[src/rtl/key_conditioner_if.sv]
// key_conditioner_if
//   Groups the key inputs and conditioned event outputs of key_conditioner.
//   Signals:
//     inc_key_n, dec_key_n : raw active-low keys (0 = pressed), asynchronous
//     inc_pulse, dec_pulse : single-cycle increment / decrement events
//     inc_held,  dec_held  : debounced pressed level per key
//     conflict             : single-cycle flag, simultaneous events suppressed
//   Modports:
//     master : key source / event consumer (drives keys, reads events)
//     slave  : the conditioner itself (reads keys, drives events)
interface key_conditioner_if;
    logic inc_key_n;
    logic dec_key_n;
    logic inc_pulse;
    logic dec_pulse;
    logic inc_held;
    logic dec_held;
    logic conflict;

    modport master (
        output inc_key_n, dec_key_n,
        input  inc_pulse, dec_pulse, inc_held, dec_held, conflict
    );

    modport slave (
        input  inc_key_n, dec_key_n,
        output inc_pulse, dec_pulse, inc_held, dec_held, conflict
    );
endinterface

[src/rtl/key_conditioner.sv]
// key_conditioner
//   Two-key (increment / decrement) conditioner: synchronizes each raw key,
//   debounces press and release, emits one event per accepted press plus
//   optional auto-repeat events while held, and suppresses events that occur
//   on both keys in the same cycle (flagged on conflict).
//   Ports:
//     clk   : clock, all logic on the rising edge
//     reset : synchronous, active-low reset
//     kif   : key_conditioner_if.slave (keys in, events / held levels out)
//   Parameters:
//     DEBOUNCE_CYCLES : stable synchronized samples to accept press/release
//     REPEAT_DELAY    : cycles from accepted press to first repeat event
//     REPEAT_PERIOD   : cycles between subsequent repeat events (>= 2)
//     REPEAT_EN       : 1 = auto-repeat, 0 = one event per press
module key_conditioner #(
    parameter int unsigned DEBOUNCE_CYCLES = 500000,
    parameter int unsigned REPEAT_DELAY    = 25000000,
    parameter int unsigned REPEAT_PERIOD   = 5000000,
    parameter int unsigned REPEAT_EN       = 1
) (
    input logic               clk,
    input logic               reset,
    key_conditioner_if.slave  kif
);

    localparam int unsigned MAX_AB = (DEBOUNCE_CYCLES > REPEAT_DELAY) ? DEBOUNCE_CYCLES : REPEAT_DELAY;
    localparam int unsigned MAX_P  = (MAX_AB > REPEAT_PERIOD) ? MAX_AB : REPEAT_PERIOD;
    localparam int unsigned CW     = $clog2(MAX_P + 1);

    localparam logic [CW-1:0] DEB_C    = CW'(DEBOUNCE_CYCLES);
    localparam logic [CW-1:0] DELAY_C  = CW'(REPEAT_DELAY);
    localparam logic [CW-1:0] PERIOD_C = CW'(REPEAT_PERIOD);
    localparam logic [CW-1:0] ONE_C    = CW'(1);

    typedef enum logic [2:0] {
        ST_IDLE,
        ST_PRESS_WAIT,
        ST_HELD,
        ST_REPEAT,
        ST_RELEASE_WAIT
    } state_e;

    // Bit 0 = increment channel, bit 1 = decrement channel.
    logic [1:0] key_n;
    logic [1:0] sync1_q;
    logic [1:0] sync2_q;
    logic [1:0] event_c;
    logic [1:0] held_d;

    logic inc_pulse_q;
    logic dec_pulse_q;
    logic inc_held_q;
    logic dec_held_q;
    logic conflict_q;

    assign key_n = {kif.dec_key_n, kif.inc_key_n};

    // Two-flop synchronizer; resets to the released level.
    always_ff @(posedge clk) begin
        if (!reset) begin
            sync1_q <= '1;
            sync2_q <= '1;
        end else begin
            sync1_q <= key_n;
            sync2_q <= sync1_q;
        end
    end

    for (genvar ch = 0; ch < 2; ch++) begin : g_ch
        state_e        state_q, state_d;
        logic [CW-1:0] stab_q, stab_d;
        logic [CW-1:0] rep_q, rep_d;
        logic [CW-1:0] stab_inc;
        logic [CW-1:0] rep_inc;
        logic          pressed;
        logic          ev;

        assign pressed  = ~sync2_q[ch];
        assign stab_inc = stab_q + ONE_C;
        assign rep_inc  = rep_q + ONE_C;

        always_ff @(posedge clk) begin
            if (!reset) begin
                state_q <= ST_IDLE;
                stab_q  <= '0;
                rep_q   <= '0;
            end else begin
                state_q <= state_d;
                stab_q  <= stab_d;
                rep_q   <= rep_d;
            end
        end

        // Debounce acceptance compares the stored count so the event lands
        // DEBOUNCE_CYCLES+2 edges after the pin is first sampled; repeat
        // timing compares the incremented count so events are exactly
        // REPEAT_DELAY / REPEAT_PERIOD edges apart.
        always_comb begin
            state_d = state_q;
            stab_d  = stab_q;
            rep_d   = rep_q;
            ev      = 1'b0;
            case (state_q)
                ST_IDLE: begin
                    if (pressed) begin
                        state_d = ST_PRESS_WAIT;
                        stab_d  = ONE_C;
                    end
                end
                ST_PRESS_WAIT: begin
                    if (!pressed) begin
                        state_d = ST_IDLE;
                        stab_d  = '0;
                    end else if (stab_q == DEB_C) begin
                        state_d = ST_HELD;
                        stab_d  = '0;
                        rep_d   = '0;
                        ev      = 1'b1;
                    end else begin
                        stab_d  = stab_inc;
                    end
                end
                ST_HELD: begin
                    if (!pressed) begin
                        state_d = ST_RELEASE_WAIT;
                        stab_d  = ONE_C;
                        rep_d   = '0;
                    end else if (REPEAT_EN != 0) begin
                        if (rep_inc == DELAY_C) begin
                            state_d = ST_REPEAT;
                            rep_d   = '0;
                            ev      = 1'b1;
                        end else begin
                            rep_d   = rep_inc;
                        end
                    end else if (rep_q != DELAY_C) begin
                        // Without repeat the count saturates at the delay.
                        rep_d = rep_inc;
                    end
                end
                ST_REPEAT: begin
                    if (!pressed) begin
                        state_d = ST_RELEASE_WAIT;
                        stab_d  = ONE_C;
                        rep_d   = '0;
                    end else if (rep_inc == PERIOD_C) begin
                        rep_d   = '0;
                        ev      = 1'b1;
                    end else begin
                        rep_d   = rep_inc;
                    end
                end
                ST_RELEASE_WAIT: begin
                    if (pressed) begin
                        state_d = ST_HELD;
                        stab_d  = '0;
                        rep_d   = '0;
                    end else if (stab_q == DEB_C) begin
                        state_d = ST_IDLE;
                        stab_d  = '0;
                    end else begin
                        stab_d  = stab_inc;
                    end
                end
                default: begin
                    state_d = ST_IDLE;
                    stab_d  = '0;
                    rep_d   = '0;
                end
            endcase
        end

        assign event_c[ch] = ev;
        assign held_d[ch]  = (state_d == ST_HELD) || (state_d == ST_REPEAT) ||
                             (state_d == ST_RELEASE_WAIT);
    end

    // Output registers; simultaneous events cancel and raise conflict.
    always_ff @(posedge clk) begin
        if (!reset) begin
            inc_pulse_q <= 1'b0;
            dec_pulse_q <= 1'b0;
            inc_held_q  <= 1'b0;
            dec_held_q  <= 1'b0;
            conflict_q  <= 1'b0;
        end else begin
            inc_pulse_q <= event_c[0] & ~event_c[1];
            dec_pulse_q <= event_c[1] & ~event_c[0];
            inc_held_q  <= held_d[0];
            dec_held_q  <= held_d[1];
            conflict_q  <= event_c[0] & event_c[1];
        end
    end

    assign kif.inc_pulse = inc_pulse_q;
    assign kif.dec_pulse = dec_pulse_q;
    assign kif.inc_held  = inc_held_q;
    assign kif.dec_held  = dec_held_q;
    assign kif.conflict  = conflict_q;

endmodule

[src/flat_wrapper.sv]
// flat-port wrapper written by rule: the top's interface ports become plain ports
module key_conditioner_flat 
#(
    parameter int unsigned DEBOUNCE_CYCLES = 500000,
    parameter int unsigned REPEAT_DELAY    = 25000000,
    parameter int unsigned REPEAT_PERIOD   = 5000000,
    parameter int unsigned REPEAT_EN       = 1
)
  (clk, reset, kif_inc_key_n, kif_dec_key_n, kif_inc_pulse, kif_dec_pulse, kif_inc_held, kif_dec_held, kif_conflict);
  key_conditioner_if kif_i ();
  input logic clk;
  input logic reset;
  input wire logic [$bits(kif_i.inc_key_n)-1:0] kif_inc_key_n;
  input wire logic [$bits(kif_i.dec_key_n)-1:0] kif_dec_key_n;
  output wire logic [$bits(kif_i.inc_pulse)-1:0] kif_inc_pulse;
  output wire logic [$bits(kif_i.dec_pulse)-1:0] kif_dec_pulse;
  output wire logic [$bits(kif_i.inc_held)-1:0] kif_inc_held;
  output wire logic [$bits(kif_i.dec_held)-1:0] kif_dec_held;
  output wire logic [$bits(kif_i.conflict)-1:0] kif_conflict;
  assign kif_i.inc_key_n = kif_inc_key_n;
  assign kif_i.dec_key_n = kif_dec_key_n;
  assign kif_inc_pulse = kif_i.inc_pulse;
  assign kif_dec_pulse = kif_i.dec_pulse;
  assign kif_inc_held = kif_i.inc_held;
  assign kif_dec_held = kif_i.dec_held;
  assign kif_conflict = kif_i.conflict;
  key_conditioner #(.DEBOUNCE_CYCLES(DEBOUNCE_CYCLES), .REPEAT_DELAY(REPEAT_DELAY), .REPEAT_PERIOD(REPEAT_PERIOD), .REPEAT_EN(REPEAT_EN)) u_core (.clk(clk), .reset(reset), .kif(kif_i));
endmodule
[config.mk]
export PLATFORM = sky130hd
export DESIGN_NAME = key_conditioner_flat
export DESIGN_NICKNAME = d
export VERILOG_FILES = /design/src/rtl/key_conditioner_if.sv /design/src/rtl/key_conditioner.sv /design/src/flat_wrapper.sv
export SDC_FILE = /design/constraint.sdc
export NUM_CORES = 1
export LEC_CHECK = 0
export ABC_AREA = 1
export CAP_MARGIN = 20
export CELL_PAD_IN_SITES_DETAIL_PLACEMENT = 1
export CELL_PAD_IN_SITES_GLOBAL_PLACEMENT = 2
export CORE_MARGIN = 3
export CORE_UTILIZATION = 36
export CTS_BUF_LIST = sky130_fd_sc_hd__clkbuf_8
export DETAILED_ROUTE_END_ITERATION = 16
export MAX_ROUTING_LAYER = met4
export PLACE_DENSITY_LB_ADDON = 0.1
export SLEW_MARGIN = 20
export SYNTH_ARGS = -nofsm -noshare
export SYNTH_HDL_FRONTEND = slang
export SYNTH_SLANG_ARGS = --single-unit
[constraint.sdc]
create_clock -name clk -period 3.04 [get_ports clk]
set_input_delay 0.76 -clock clk [delete_from_list [all_inputs] [get_ports clk]]
set_output_delay 0.76 -clock clk [all_outputs]
set_load 0.05 [all_outputs]
==> flow_metrics.py, run 1 <==
metrics = {
    "logic_synthesis": {
        "synth_cell_types": 42,
        "syn_area_mm2": 0.007097,
        "yosysWarningCount": 0,
        "ys_seq_elements": 115,
        "syn_inst": 1167,
        "synth_ff_type": "dfxtp_1",
        "synth_fp_nets": 1177,
        "synth_enable_flop_cells": 0,
        "async_flop_share_pct": 0,
        "ys_seq_area_share_pct": 32.44,
        "syn_avg_cell_area_um2": 6.081,
    },
    "detailed_routing": {
        "final_antenna_net_count": 0,
        "routed_via_density": 5.096,
        "drt-total-wl_um": 22090,
        "wl_per_cell_um": 15.13,
        "dr.pass1.iters": 4,
        "num_vias": 7440,
        "dr.first_iter.drc_count": 267,
        "drcViolationCount": 0,
    },
    "clock_network": {
        "clkSinkCount": 115,
        "htree_levels": 4,
        "cts_resized": 0,
        "cts.clk_slew.worst_paths_ns": 0.08,
        "clockBufferDepth": 2,
        "clk_latency_ns": 0.46,
        "cts_setup_buffers": 0,
        "postCtsHoldBufs": 0,
        "numCtsBuffers": 17,
        "cts_tree": "done",
        "cts-root-buf": "clkbuf_8",
    },
    "worst_setup_path": {
        "reg2regPathDepth": 16,
        "worst_ep_arrival_time_ns": 3.03,
        "cp.required_ns": 3.37,
        "end_kind": "flip-flop",
        "cp_common_cell": "nand2_1",
        "slowest_delay_ns": 0.41,
        "r2r_start": "u_core.g_ch[1].rep_q[0]$_SDFFE_PN0P_",
        "worstSetupPathType": "flip-flop to flip-flop",
        "crit_fanout": 21,
        "crit_buf_inv": 1,
        "reg2reg_to": "u_core.g_ch[1].rep_q[23]$_SDFFE_PN0P_",
        "start_kind": "flip-flop",
        "worstSetupStartpoint": "u_core.g_ch[1].rep_q[0]$_SDFFE_PN0P_",
        "slowest_stage": "dfxtp_1",
        "cpLargestDelayFamily": "simple AND/OR/NAND/NOR gates",
        "r2r_slack_ns": 0.34,
        "cp_cell_sequence": "ha_1 -> nand2_2 -> nor2_2 -> nand2_2 -> nand2_1 -> nand2_1 -> inv_1 -> nand2_1 -> nor2_1 -> nand3_1 -> nor2_2 -> nand2_1 -> nand2_1 -> o21ai_4 -> nand2_1 -> a21oi_1",
    },
    "sta": {
        "final-max-slew-violation-count": 0,
        "finalSetupViolCount": 0,
        "setup_tns_ns": 0,
        "maxSlewHeadroom_pct": 57.08,
        "fin_skew_ns": 0.01212,
        "period_minus_slack_ns": 2.698,
        "rsz0062_at_grt": "false",
        "tightest_slew_ns": 0.6414,
        "fin_crit_sh_pct": 88.74,
        "fmax_mhz": 370.7,
        "final_hold_viol_count": 0,
    },
    "finish": {
        "drive_gt1_share_pct": 6.667,
        "nNetsFinal": 1197,
        "fin_util_pct": 41.80,
        "final_area_mm2": 0.007950,
        "area_growth_pct": 12.02,
        "n_fill_cell": 2648,
        "antennaDiodeCount": 0,
    },
    "floorplanning": {
        "io_pins": 9,
        "die_area_mm2": 0.02143,
        "rows": 50,
        "die_h_um": 146.4,
        "core_mm2": 0.01902,
        "die_w_um": 146.4,
        "initial_utilization_pct": 37.32,
    },
    "global_route": {
        "grt.overflow.total": 0,
        "grt_pass1_vias": 7477,
        "grt_antenna_before_repair": 0,
        "grt_pass1_wl_um": 37390,
        "track_usage_pct": 21.67,
        "grt_max_degree": 26,
    },
    "min_path": {
        "hold_depth": 1,
        "holdCritStartpoint": "u_core.sync1_q[1]$_SDFF_PN1_",
        "hp-class": "flip-flop to flip-flop",
        "hold-path-endpoint": "u_core.sync2_q[1]$_SDFF_PN1_",
    },
    "run_status": {
        "outcome": "completed",
    },
    "job": {
        "drv_cap": 0,
    },
    "pwr": {
        "p_leak_nw": 2.957,
        "power_density_mw_per_mm2": 406.5,
        "ir_drop_v": 0.0002435,
    },
    "placed_design": {
        "port_buffers": 8,
        "routabilityCongestion": 0.8419,
        "post_dp_cell_area_mm2": 0.007506,
        "place_hpwl_um": 16550,
    },
}
-- how the worst max path moves through the flow --
| stage | endpoint | slack (ns) | cells after the start |
|---|---|---|---|
| 4_1_cts | u_core.g_ch[1].rep_q[23]$_SDFFE_PN0P_ | 0.02 | 15 |
| 2_1_floorplan | u_core.g_ch[1].rep_q[12]$_SDFFE_PN0P_ | 0.93 | 17 |
| 6_report | u_core.g_ch[1].rep_q[23]$_SDFFE_PN0P_ | 0.34 | 16 |
| 3_3_place_gp | u_core.g_ch[1].rep_q[22]$_SDFFE_PN0P_ | 0.21 | 15 |
| 5_1_grt | u_core.kif.inc_pulse$_SDFF_PN0_ | 0.009 | 13 |
| 3_5_place_dp | u_core.g_ch[1].rep_q[23]$_SDFFE_PN0P_ | 0.04 | 15 |
-- synth_stat cells (3+ instances only) --
| library cell | n | area share, % |
|---|---|---|
| nand2_1 | 348 | 18 |
| nand3_1 | 74 | 5.2 |
| inv_2 | 3 | 0.16 |
| a31oi_1 | 5 | 0.44 |
| nor4_1 | 13 | 1.1 |
| a21oi_1 | 80 | 5.6 |
| o211ai_1 | 9 | 0.95 |
| xor2_1 | 12 | 1.5 |
| nand4_1 | 46 | 4.1 |
| buf_2 | 3 | 0.21 |
| o21ai_0 | 28 | 2.0 |
| nand3b_1 | 4 | 0.42 |
| clkbuf_1 | 15 | 0.79 |
| nor3_1 | 35 | 2.5 |
| nand2_2 | 7 | 0.62 |
| dfxtp_1 | 115 | 32 |
| o21ai_1 | 4 | 0.28 |
| inv_1 | 144 | 7.6 |
| nor3b_1 | 7 | 0.74 |
| nor2_2 | 7 | 0.62 |
| a211oi_1 | 3 | 0.32 |
| nor2_4 | 3 | 0.48 |
| xnor2_1 | 6 | 0.74 |
| nor2_1 | 163 | 8.6 |
| buf_6 | 3 | 0.48 |
| ha_1 | 6 | 1.1 |
| or2_2 | 4 | 0.35 |
-- where the power goes --
part	total (mW)	internal (mW)	switching, mW
Clock	1.62	0.867	0.752
Combinational	0.0956	0.0260	0.0696
Sequential	1.52	1.51	0.00742
-- layout by cell type (no fill, tap or decap), drive strengths merged, types with 2 or more instances in the layout --
master and n:
bufinv 3, clkdlybuf4s50 8, nor4 13, a41oi 2
nand3 75, clkbuf 19, nor3b 7, o21bai 2
xor2 12, a21oi 82, inv 150, or2 4
a31oi 5, ha 6, nor2 173, o21ai 33
nor3 36, nand4 46, a211oi 3, dfxtp 115
nand3b 4, and2 2, nand2 355, o211ai 9
clkinv 8, xnor2 6, buf 16
-- flip-flops by register name, summed over array words and instances (netlist names), 2 cells and up --
signal and cells:
u_core.g_ch.rep_q 50, u_core.g_ch.state_q 6, u_core.g_ch.stab_q 50, u_core.sync2_q 2
u_core.sync1_q 2
-- kinds of logic (layout without fill, tap and decap cells) --
| logic type | after synthesis | count (layout) | synth area share [%] |
|---|---|---|---|
| compound gates | 140 | 140 | 11.02 |
| simple gates | 716 | 716 | 43.69 |
| xor+xnor | 18 | 18 | 2.221 |
| flops | 115 | 115 | 32.44 |
| fa+ha+maj | 6 | 6 | 1.058 |
| buf+inv | 172 | 205 | 9.573 |
-- metrics by stage --
stage / setup WS [ns] / instances / hold slack [ns] / total power [mW]
after floorplan: 0.9286 / 1167 / 0.3925 / 1.608
after global placement: 0.2129 / 1428 / 0.3935 / 1.649
after detailed placement: 0.04235 / 1428 / 0.4027 / 1.650
after CTS: 0.01994 / 1460 / 0.4215 / 3.279
after global routing: 0.008762 / 1460 / 0.4493 / 3.338
final: 0.3422 / 1460 / 0.4170 / 3.231
-- final cells by class --
class                      instances  area, µm²  share of cell area, %
clock buffer                      19      261.5                  3.289
clock inverter                    13      172.7                  2.172
inverter                         149      559.3                  7.035
multi-input combinational        880       4129                  51.94
sequential                       115       2302                  28.96
tap                              260      325.3                  4.092
timing repair buffer              24      200.2                  2.518
-- routing by layer --
metal  vias to the layer above  track usage (%)  wire, µm
li1                       3823                -         -
met1                      3530            29.24     11260
met2                        70            34.36     10140
met3                        17            3.166       468
met4                         0            5.268       214
met5                         -                -         0
No activity file was read; power rests on OpenSTA's default activity.
==> inputs of run 2 (changes only) <==
Settings changed: ABC_AREA 1 to default, CORE_UTILIZATION 36 to 38, CTS_BUF_LIST sky130_fd_sc_hd__clkbuf_8 to default.
==> run 2 against run 1 <==
First-iteration DRC count rose by 35%. Sequential power about the same. Cell area up 1.8%. Core utilization rose by 6.0 points. Critical path type unchanged. Clock power is 34% higher. Setup slack worse by 0.24 ns. Largest power group unchanged. Worst hold slack got worse by 0.0068 ns. Clock skew shrank 0.0025 ns. Cell count is 21% lower. Largest cell class unchanged. Clock-buffer cell count unchanged. Die area is 10% lower.
==> flow_metrics.py, run 2 <==
metrics = {
    "clock_network": {
        "cts_tree": "done",
        "clkSinkCount": 115,
        "htree_levels": 4,
        "cts-root-buf": "clkbuf_16",
        "cts.clk_slew.worst_paths_ns": 0.06,
        "clockBufferDepth": 2,
        "clk_latency_ns": 0.42,
        "numCtsBuffers": 17,
    },
    "detailed_routing": {
        "routed_via_density": 5.862,
        "dr.pass1.iters": 5,
        "drcViolationCount": 0,
        "wl_per_cell_um": 18.62,
        "num_vias": 6724,
        "drt-total-wl_um": 21360,
        "final_antenna_net_count": 0,
        "dr.first_iter.drc_count": 360,
    },
    "floorplanning": {
        "die_area_mm2": 0.01928,
        "rows": 47,
        "die_w_um": 138.8,
        "initial_utilization_pct": 39.60,
        "die_h_um": 138.8,
        "io_pins": 9,
        "core_mm2": 0.01694,
    },
    "worst_setup_path": {
        "worst_ep_arrival_time_ns": 3.24,
        "worstSetupPathType": "flip-flop to flip-flop",
        "cp.required_ns": 3.35,
        "crit_fanout": 12,
        "start_kind": "flip-flop",
        "end_kind": "flip-flop",
    },
    "logic_synthesis": {
        "syn_inst": 865,
        "ys_seq_elements": 115,
        "synth_top_area_cell": "dfxtp_1",
        "synth_commonest_cells": "dfxtp_1, nor2_1, nand2_1, nand3_1",
        "synth_ff_type": "dfxtp_1",
        "netlist_top_cells_area": "dfxtp_1, nor2_1, nand2_1",
        "synth_top_area_share_pct": 34.33,
        "synth_enable_flop_cells": 0,
        "synth_cell_types": 76,
        "yosysWarningCount": 0,
        "syn_avg_cell_area_um2": 7.753,
        "ys_seq_area_share_pct": 34.33,
        "async_flop_share_pct": 0,
        "synth_fp_nets": 875,
        "synth_most_common_cell": "dfxtp_1",
        "syn_area_mm2": 0.006706,
    },
    "finish": {
        "drive_gt1_share_pct": 14.67,
        "multi_input_area_mm2": 0.004200,
        "area_growth_pct": 20.69,
        "final_common_cell": "dfxtp_1",
        "final_area_mm2": 0.008094,
        "layout_common_cells": "dfxtp_1, nor2_1, nand2_1, buf_4, nand3_1",
        "nNetsFinal": 925,
        "seqCellArea_mm2": 0.002302,
        "fin_util_pct": 47.79,
        "antennaDiodeCount": 0,
        "reg_top3": "u_core.g_ch.rep_q (50), u_core.g_ch.stab_q (50), u_core.g_ch.state_q (6)",
        "n_fill_cell": 2052,
    },
    "placed_design": {
        "place_hpwl_um": 15120,
        "port_buffers": 8,
        "post_dp_cell_area_mm2": 0.007382,
        "routabilityCongestion": 0.8959,
    },
    "sta": {
        "rsz0062_at_grt": "true",
        "fin_crit_sh_pct": 96.60,
        "tightest_slew_ns": 0.7465,
        "fin_skew_ns": 0.009649,
        "final-max-slew-violation-count": 0,
        "final_hold_viol_count": 0,
        "maxSlewHeadroom_pct": 49.94,
        "period_minus_slack_ns": 2.937,
        "finalSetupViolCount": 0,
        "fmax_mhz": 340.5,
    },
    "job": {
        "drv_cap": 0,
    },
    "pwr": {
        "power_density_mw_per_mm2": 464.8,
        "ir_drop_v": 0.0004517,
        "p_leak_nw": 2.803,
    },
    "global_route": {
        "grt_pass1_vias": 6829,
        "track_usage_pct": 22.81,
        "grt_pass1_wl_um": 35390,
        "grt_max_degree": 35,
        "grt_antenna_before_repair": 0,
        "grt.overflow.total": 0,
    },
    "run_status": {
        "outcome": "completed",
    },
    "min_path": {
        "hp-class": "flip-flop to flip-flop",
    },
}
==> run 2: changes by cell type in the layout (fill, tap and decap cells not counted), sizes merged, moves of 15 or more <==
| cell | change |
|---|---|
| nand2 | -269 |
| or3 | +18 |
| buf | +55 |
| a31oi | +33 |
| nor2 | -69 |
| inv | -131 |
| a21oi | -42 |
| xnor2 | +22 |
| xor2 | +15 |
| and3 | +23 |
| nand3 | -17 |
==> run 2: final cells by class <==
cell class                      count  share of cell area, %
Timing Repair Buffer               79                  7.729
Clock inverter                     12                  2.226
Inverter                           18                 0.8348
Multi-Input combinational cell    684                  51.89
Tap cell                          220                  3.401
Sequential cell                   115                  28.44
Clock buffer                       19                  5.472
==> run 2: final timing paths <==
check	to	slack, ns	depth (start not counted)	start
setup / recovery	u_core.g_ch[1].rep_q[0]$_SDFFE_PN0P_	0.10	10	u_core.g_ch[1].rep_q[0]$_SDFFE_PN0P_
hold / removal	u_core.sync2_q[1]$_SDFF_PN1_	0.41	1	u_core.sync1_q[1]$_SDFF_PN1_
setup reg to reg	u_core.g_ch[1].rep_q[0]$_SDFFE_PN0P_	0.10	10	u_core.g_ch[1].rep_q[0]$_SDFFE_PN0P_
hold reg to reg	u_core.sync2_q[1]$_SDFF_PN1_	0.41	1	u_core.sync1_q[1]$_SDFF_PN1_
==> run 2: repair_timing <==
action / CTS / global route
buffers inserted: 0 / 2
hold buffers: 0 / 0
gates resized for setup: 0 / 11
hold endpoints to repair: 0 / 0
setup endpoints to repair: 0 / 32
==> run 2: worst max-delay path, cell delays in order, from the launching register on <==
cell and delay, ns:
dfxtp_1 0.34, ha_1 0.17, nand3_1 0.14, buf_4 0.20, nor4_4 0.33, nand4_1 0.17
xor2_1 0.19, or4b_4 0.57, o2bb2ai_4 0.25, buf_4 0.20, mux2_2 0.25
==> run 2: cells by family (layout without fill, tap and decap cells) <==
logic type / Yosys count / after routing / synth area share [%]
AOI/OAI and AO/OA: 179 / 180 / 17.33
xor gates and xnor gates: 55 / 55 / 7.183
adders and majority gates: 6 / 6 / 1.119
buffers and inverters: 67 / 128 / 4.142
DFF: 115 / 115 / 34.33
muxes: 1 / 1 / 0.1679
and+or+nand+nor: 442 / 442 / 35.73
==> run 2: per-layer routing <==
layer	vias up	global-route usage (%)	share of wire (%)
met1	3311	29.31	48
met3	29	4.276	2.9
met4	0	6.025	1.5
met5	-	-	0
li1	3288	-	-
met2	96	37.05	48
==> run 2: stage by stage <==
| stage | setup TNS [ns] | hold slack (ns) | setup WS (ns) | total power, mW | cells |
|---|---|---|---|---|---|
| after global routing | -0.1542 | 0.4380 | -0.03835 | 3.895 | 1147 |
| after floorplan | 0 | 0.3863 | 0.2670 | 1.597 | 865 |
| after CTS | 0 | 0.4182 | 0.02950 | 3.817 | 1144 |
| after detailed placement | 0 | 0.4056 | 0.03919 | 1.630 | 1113 |
| final | 0 | 0.4102 | 0.1034 | 3.762 | 1147 |
| after global placement | 0 | 0.3956 | 0.1296 | 1.628 | 1113 |
==> run 2: report_power, final <==
group / switching [mW] / internal [mW] / total [mW]
sequential: 0.00646 / 1.51 / 1.52
clock: 0.773 / 1.39 / 2.17
combinational: 0.0544 / 0.0229 / 0.0774
total: 0.834 / 2.93 / 3.76
